$ cat src/rtl/spi_xfer_sequencer.sv
// rtl/spi_xfer_sequencer.sv - SPI transaction sequencer framing byte-engine writes and reads under chip select
//
// Ports:
//   clock, rst_n                  clock and asynchronous active-low reset
//   cmd_valid/cmd_ready           command handshake
//   cmd_tx_len, cmd_rx_len        bytes to write, then bytes to read
//   tx_data/tx_valid/tx_ready     write-byte stream into the sequencer
//   rx_data/rx_valid/rx_ready     read-byte stream out of the sequencer
//   done_o                        one-cycle pulse when a command finishes
//   spi_csn                       chip select to the byte engine, active low
//   wr_en_o, wr_data_o, rd_en_o   registered one-cycle strobes to the byte engine
//   rd_data_i, busy_i             byte engine read data and busy
module spi_xfer_sequencer #(
    parameter int LEN_W    = 8,
    parameter int CS_SETUP = 2,
    parameter int CS_HOLD  = 2,
    parameter int CS_IDLE  = 4
) (
    input  logic             clock,
    input  logic             rst_n,
    input  logic             cmd_valid,
    output logic             cmd_ready,
    input  logic [LEN_W-1:0] cmd_tx_len,
    input  logic [LEN_W-1:0] cmd_rx_len,
    input  logic [7:0]       tx_data,
    input  logic             tx_valid,
    output logic             tx_ready,
    output logic [7:0]       rx_data,
    output logic             rx_valid,
    input  logic             rx_ready,
    output logic             done_o,
    output logic             spi_csn,
    output logic             wr_en_o,
    output logic [7:0]       wr_data_o,
    output logic             rd_en_o,
    input  logic [7:0]       rd_data_i,
    input  logic             busy_i
);

    localparam logic [3:0] IDLE    = 4'd0;
    localparam logic [3:0] SETUP   = 4'd1;
    localparam logic [3:0] TX_REQ  = 4'd2;
    localparam logic [3:0] TX_WAIT = 4'd3;
    localparam logic [3:0] RX_REQ  = 4'd4;
    localparam logic [3:0] RX_WAIT = 4'd5;
    localparam logic [3:0] RX_PUSH = 4'd6;
    localparam logic [3:0] HOLD    = 4'd7;
    localparam logic [3:0] GAP     = 4'd8;

    localparam logic [LEN_W-1:0] ONE       = LEN_W'(1);
    localparam logic [LEN_W-1:0] SETUP_CNT = LEN_W'(CS_SETUP);
    localparam logic [LEN_W-1:0] HOLD_CNT  = LEN_W'(CS_HOLD);
    localparam logic [LEN_W-1:0] IDLE_CNT  = LEN_W'(CS_IDLE);

    logic [3:0]       state;
    logic [LEN_W-1:0] cnt;
    logic [LEN_W-1:0] tx_len;
    logic [LEN_W-1:0] rx_len;
    logic             seen_busy;
    logic             xfer_end;

    // Never offer a byte while the engine is still shifting the previous one.
    assign tx_ready = (state == TX_REQ) && !busy_i;

    // The engine raises busy one cycle after the strobe, so a byte is only
    // finished once busy has been seen high and has dropped again.
    assign xfer_end = seen_busy && !busy_i;

    always_ff @(posedge clock or negedge rst_n) begin
        if (!rst_n) begin
            state     <= IDLE;
            cnt       <= '0;
            tx_len    <= '0;
            rx_len    <= '0;
            seen_busy <= 1'b0;
            cmd_ready <= 1'b0;
            spi_csn   <= 1'b1;
            wr_en_o   <= 1'b0;
            wr_data_o <= 8'h00;
            rd_en_o   <= 1'b0;
            rx_data   <= 8'h00;
            rx_valid  <= 1'b0;
            done_o    <= 1'b0;
        end else begin
            wr_en_o <= 1'b0;
            rd_en_o <= 1'b0;
            done_o  <= 1'b0;
            case (state)
                IDLE: begin
                    cmd_ready <= 1'b1;
                    if (cmd_valid && cmd_ready) begin
                        tx_len <= cmd_tx_len;
                        rx_len <= cmd_rx_len;
                        if (cmd_tx_len == '0 && cmd_rx_len == '0) begin
                            // Empty command: finish without touching chip select.
                            done_o <= 1'b1;
                        end else begin
                            spi_csn   <= 1'b0;
                            cnt       <= SETUP_CNT;
                            cmd_ready <= 1'b0;
                            state     <= SETUP;
                        end
                    end
                end
                SETUP: begin
                    if (cnt <= ONE) begin
                        state <= (tx_len != '0) ? TX_REQ : RX_REQ;
                    end else begin
                        cnt <= cnt - ONE;
                    end
                end
                TX_REQ: begin
                    if (tx_valid && tx_ready) begin
                        wr_data_o <= tx_data;
                        wr_en_o   <= 1'b1;
                        seen_busy <= 1'b0;
                        state     <= TX_WAIT;
                    end
                end
                TX_WAIT: begin
                    if (busy_i) begin
                        seen_busy <= 1'b1;
                    end
                    if (xfer_end) begin
                        if (tx_len != '0) begin
                            tx_len <= tx_len - ONE;
                        end
                        if (tx_len > ONE) begin
                            state <= TX_REQ;
                        end else if (rx_len != '0) begin
                            state <= RX_REQ;
                        end else begin
                            cnt   <= HOLD_CNT;
                            state <= HOLD;
                        end
                    end
                end
                RX_REQ: begin
                    rd_en_o   <= 1'b1;
                    seen_busy <= 1'b0;
                    state     <= RX_WAIT;
                end
                RX_WAIT: begin
                    if (busy_i) begin
                        seen_busy <= 1'b1;
                    end
                    if (xfer_end) begin
                        rx_data  <= rd_data_i;
                        rx_valid <= 1'b1;
                        state    <= RX_PUSH;
                    end
                end
                RX_PUSH: begin
                    if (rx_ready) begin
                        rx_valid <= 1'b0;
                        if (rx_len != '0) begin
                            rx_len <= rx_len - ONE;
                        end
                        if (rx_len > ONE) begin
                            state <= RX_REQ;
                        end else begin
                            cnt   <= HOLD_CNT;
                            state <= HOLD;
                        end
                    end
                end
                HOLD: begin
                    if (cnt <= ONE) begin
                        spi_csn <= 1'b1;
                        done_o  <= 1'b1;
                        cnt     <= IDLE_CNT;
                        state   <= GAP;
                    end else begin
                        cnt <= cnt - ONE;
                    end
                end
                GAP: begin
                    if (cnt <= ONE) begin
                        cmd_ready <= 1'b1;
                        state     <= IDLE;
                    end else begin
                        cnt <= cnt - ONE;
                    end
                end
                default: begin
                    spi_csn   <= 1'b1;
                    cmd_ready <= 1'b0;
                    rx_valid  <= 1'b0;
                    state     <= IDLE;
                end
            endcase
        end
    end

endmodule

$ cat config.mk
export PLATFORM = sky130hd
export DESIGN_NAME = spi_xfer_sequencer
export DESIGN_NICKNAME = d
export VERILOG_FILES = /design/src/rtl/spi_xfer_sequencer.sv
export SDC_FILE = /design/constraint.sdc
export NUM_CORES = 1
export LEC_CHECK = 0
export CAP_MARGIN = 10
export CORE_MARGIN = 10
export CORE_UTILIZATION = 30
export CTS_CLUSTER_SIZE = 40
export DETAILED_ROUTE_END_ITERATION = 6
export DONT_BUFFER_PORTS = 1
export GPL_ROUTABILITY_DRIVEN = 0
export PLACE_DENSITY = 0.44
export SLEW_MARGIN = 20
export SYNTH_ARGS = -nofsm -noshare
export SYNTH_HDL_FRONTEND = slang
export SYNTH_SLANG_ARGS = --single-unit
$ cat constraint.sdc
create_clock -name clock -period 5.8 [get_ports clock]
set_clock_uncertainty 0.15 [all_clocks]
set_input_delay 1.16 -clock clock [delete_from_list [all_inputs] [get_ports clock]]
set_output_delay 1.16 -clock clock [all_outputs]
set_load 0.1 [all_outputs]
==> metrics.cfg <==
[global_route]
grt.total_usage_pct=10.8
grt_pass1_vias=2334
grt_max_degree=52
antenna_found_initial=0
grt_overflow_total=0
grt_pass1_wl_um=12700

[clock_tree]
path_clk_slew_ns=0.10
clockBufferDepth=2
cts_hold_buffers=0
cts_tree=built
clock-root-buffer=clkbuf_8
clock_latency_ns=0.31
clock-sinks=51
cts_setup_buffers=0
post_cts_resized=0
cts_made_buffers=5
htreeDepth=2

[logic_synthesis]
ys_warn_count=0
synthMuxAreaShare_pct=6.89
synth_area_um2=3000
synth_top_cells_by_area=dfrtp_1 42%, mux2_2 6.0%, a21oi_1 4.3%
synth-xor-area-share_pct=0.292
synth_edf_count=0
synth.top_cell.area_share_pct=41.8
synth_seq_area_share_pct=42.6
synth_compound_area_share_pct=22.4
synthesis.nets=368
synthAdderAreaFrac_pct=3.34
synth_top_area_cell=dfrtp_1
async_reset_ff_share_pct=100
synth_cell_types=59
ys_ff_latch=51
ys_dominant_reg_cell=dfrtp_1
syn_avg_cell_area_um2=9.31
yosys.area_share.simple_pct=20.3
synth_top_family_by_area=compound AO/OA/AOI/OAI gates
synth_cells=322

[timing]
timing_hold_violations_final=0
relSlewSlack_pct=31.4
finalCriticalPeriod_ns=3.26
rsz0062_at_grt=false
period_share_pct=56.2
fmaxAchievable_mhz=307
fin_setup_tns_ns=0
drv_slew=0
worst_slew_pin_slew_ns=1.03
whs_ns=0.358
finalSetupViolCount=0

[finish]
finalNonFillerCells=448
fin_util_pct=33.1
finalNetCount=360
diodes=0
fillers=1018
area_delta_synth_final_pct=7.97
drive_above_1_share_pct=13.3

[power]
p_per_area_nw_per_um2=661
p_leak_nw=1.27
peakVddDrop_uv=218

[placement]
dp_hpwl_um=5760
dp.cells=440
port_buffers=0

[route]
drtPass1Iterations=4
drt_iter0_drc=112
drcViolationCount=0
wl_um=7840
viasPerCell=5.38
wire_per_inst_um=17.5
vias=2409
antenna_left=0

[min_path]
hold_class=reg -> reg

[critical_path]
worstSetupEndpointType=output pin
cp_max_fo=22
setup.worst_path.class=reg -> out
crit_arrival_ns=1.95
start_kind=flop
cp.required_ns=4.49

[floorplanning]
die_h_um=120
coreArea_um2=9770
die_x_um=120
start_util_pct=30.7
rows=36
design.die.area_um2=14400
io-pin-count=61

[outcome]
outcome=completed

[job]
maxCapViolCount=0

cell type report:
class	instances	area (um^2)	share of cell area [%]
clock inverter	3	46.3	1.43
clock buffer	5	68.8	2.13
tap	133	166	5.14
timing repair buffer	1	27.5	0.851
sequential	51	1280	39.5
inverter	13	48.8	1.51
multi-input combinational	242	1600	49.5
registers in the layout, summed over array words and instances (netlist names):
name and count:
state 4, rx_data 8, cnt 8, wr_data_o 8, rx_valid 1, seen_busy 1
spi_csn 1, cmd_ready 1, rd_en_o 1, rx_len 8, tx_len 8, done_o 1
wr_en_o 1
logic make-up (layout without fill, tap and decap cells):
| kind of cell | after synthesis | after routing |
|---|---|---|
| simple gates | 111 | 111 |
| compound gates | 104 | 104 |
| flops | 51 | 51 |
| buf+inv | 29 | 22 |
| mux | 18 | 18 |
| fa+ha+maj | 8 | 8 |
| xor+xnor | 1 | 1 |
placed cells by master (no fill, tap or decap), drive strengths merged, types with 3 or more instances in the layout:
cell type  synthesis  final
nand2             18     18
nor4              10     10
a31oi              9      9
a22oi              7      7
a21oi             26     26
nand3             14     14
and3               4      4
nor3               9      9
o21ai             25     25
o2bb2ai            3      3
o31a               3      3
a211oi             5      5
o211ai             4      4
clkbuf             7      5
nor2b              6      6
mux2              18     18
nor2              29     29
or4                3      3
or3                5      5
nand4              3      3
dfrtp             50     50
o21a               3      3
ha                 8      8
inv               12     13
nand2b             3      3
cells in the mapped netlist (6+ instances only):
cell type	count
dfrtp_1	50
nor2_1	29
a21oi_1	26
o21ai_0	22
nand2_1	17
mux2_2	16
nand3_1	14
inv_1	12
a31oi_1	8
ha_1	8
nor3_1	8
a22oi_1	7
buf_2	7
clkbuf_1	7
nor2b_1	6
nor4_1	6
report_power, final:
group / internal (mW) / switching, mW / leakage (nW)
clock network: 0.130 / 0.128 / 0.0548
logic: 0.297 / 0.378 / 0.591
registers: 0.504 / 0.701 / 0.628
final timing paths:
path                                      start                     to  slack [ns]  cells after the start
max                        state[1]$_DFFE_PN0P_               tx_ready        2.54                      3
min                          cnt[5]$_DFFE_PN0P_     cnt[5]$_DFFE_PN0P_        0.36                      1
max reg2reg                state[2]$_DFFE_PN0P_  rx_len[0]$_DFFE_PN0P_        3.10                      5
min reg2reg                  cnt[5]$_DFFE_PN0P_     cnt[5]$_DFFE_PN0P_        0.36                      1
max in group asynchronous                 rst_n    spi_csn$_DFFE_PN1P_        4.95                      0
min in group asynchronous                 rst_n     cnt[6]$_DFFE_PN0P_        0.38                      0
through the flow:
stage	instance area, um^2	total power, mW	setup WS (ns)
after detailed placement	3120	1.89	2.55
final	3240	2.14	2.54
after floorplan	3000	1.73	0.0913
after CTS	3240	2.16	2.56
after global placement	3120	1.89	2.57
after global routing	3240	2.30	2.39
routing by layer:
| layer | up-vias | track usage (%) | wire length [um] |
|---|---|---|---|
| li1 | 1184 | - | - |
| met1 | 1158 | 14.5 | 3670 |
| met2 | 62 | 16.4 | 3600 |
| met3 | 5 | 3.38 | 517 |
| met4 | 0 | 2.26 | 49 |
| met5 | - | 0 | 0 |
critical path, stage by stage (launching register included):
cell and delay (ns):
dfrtp_1 0.81, nand2b_1 0.20, nor4_2 0.40, buf_16 0.23
Power figures use the tool's default switching activity.
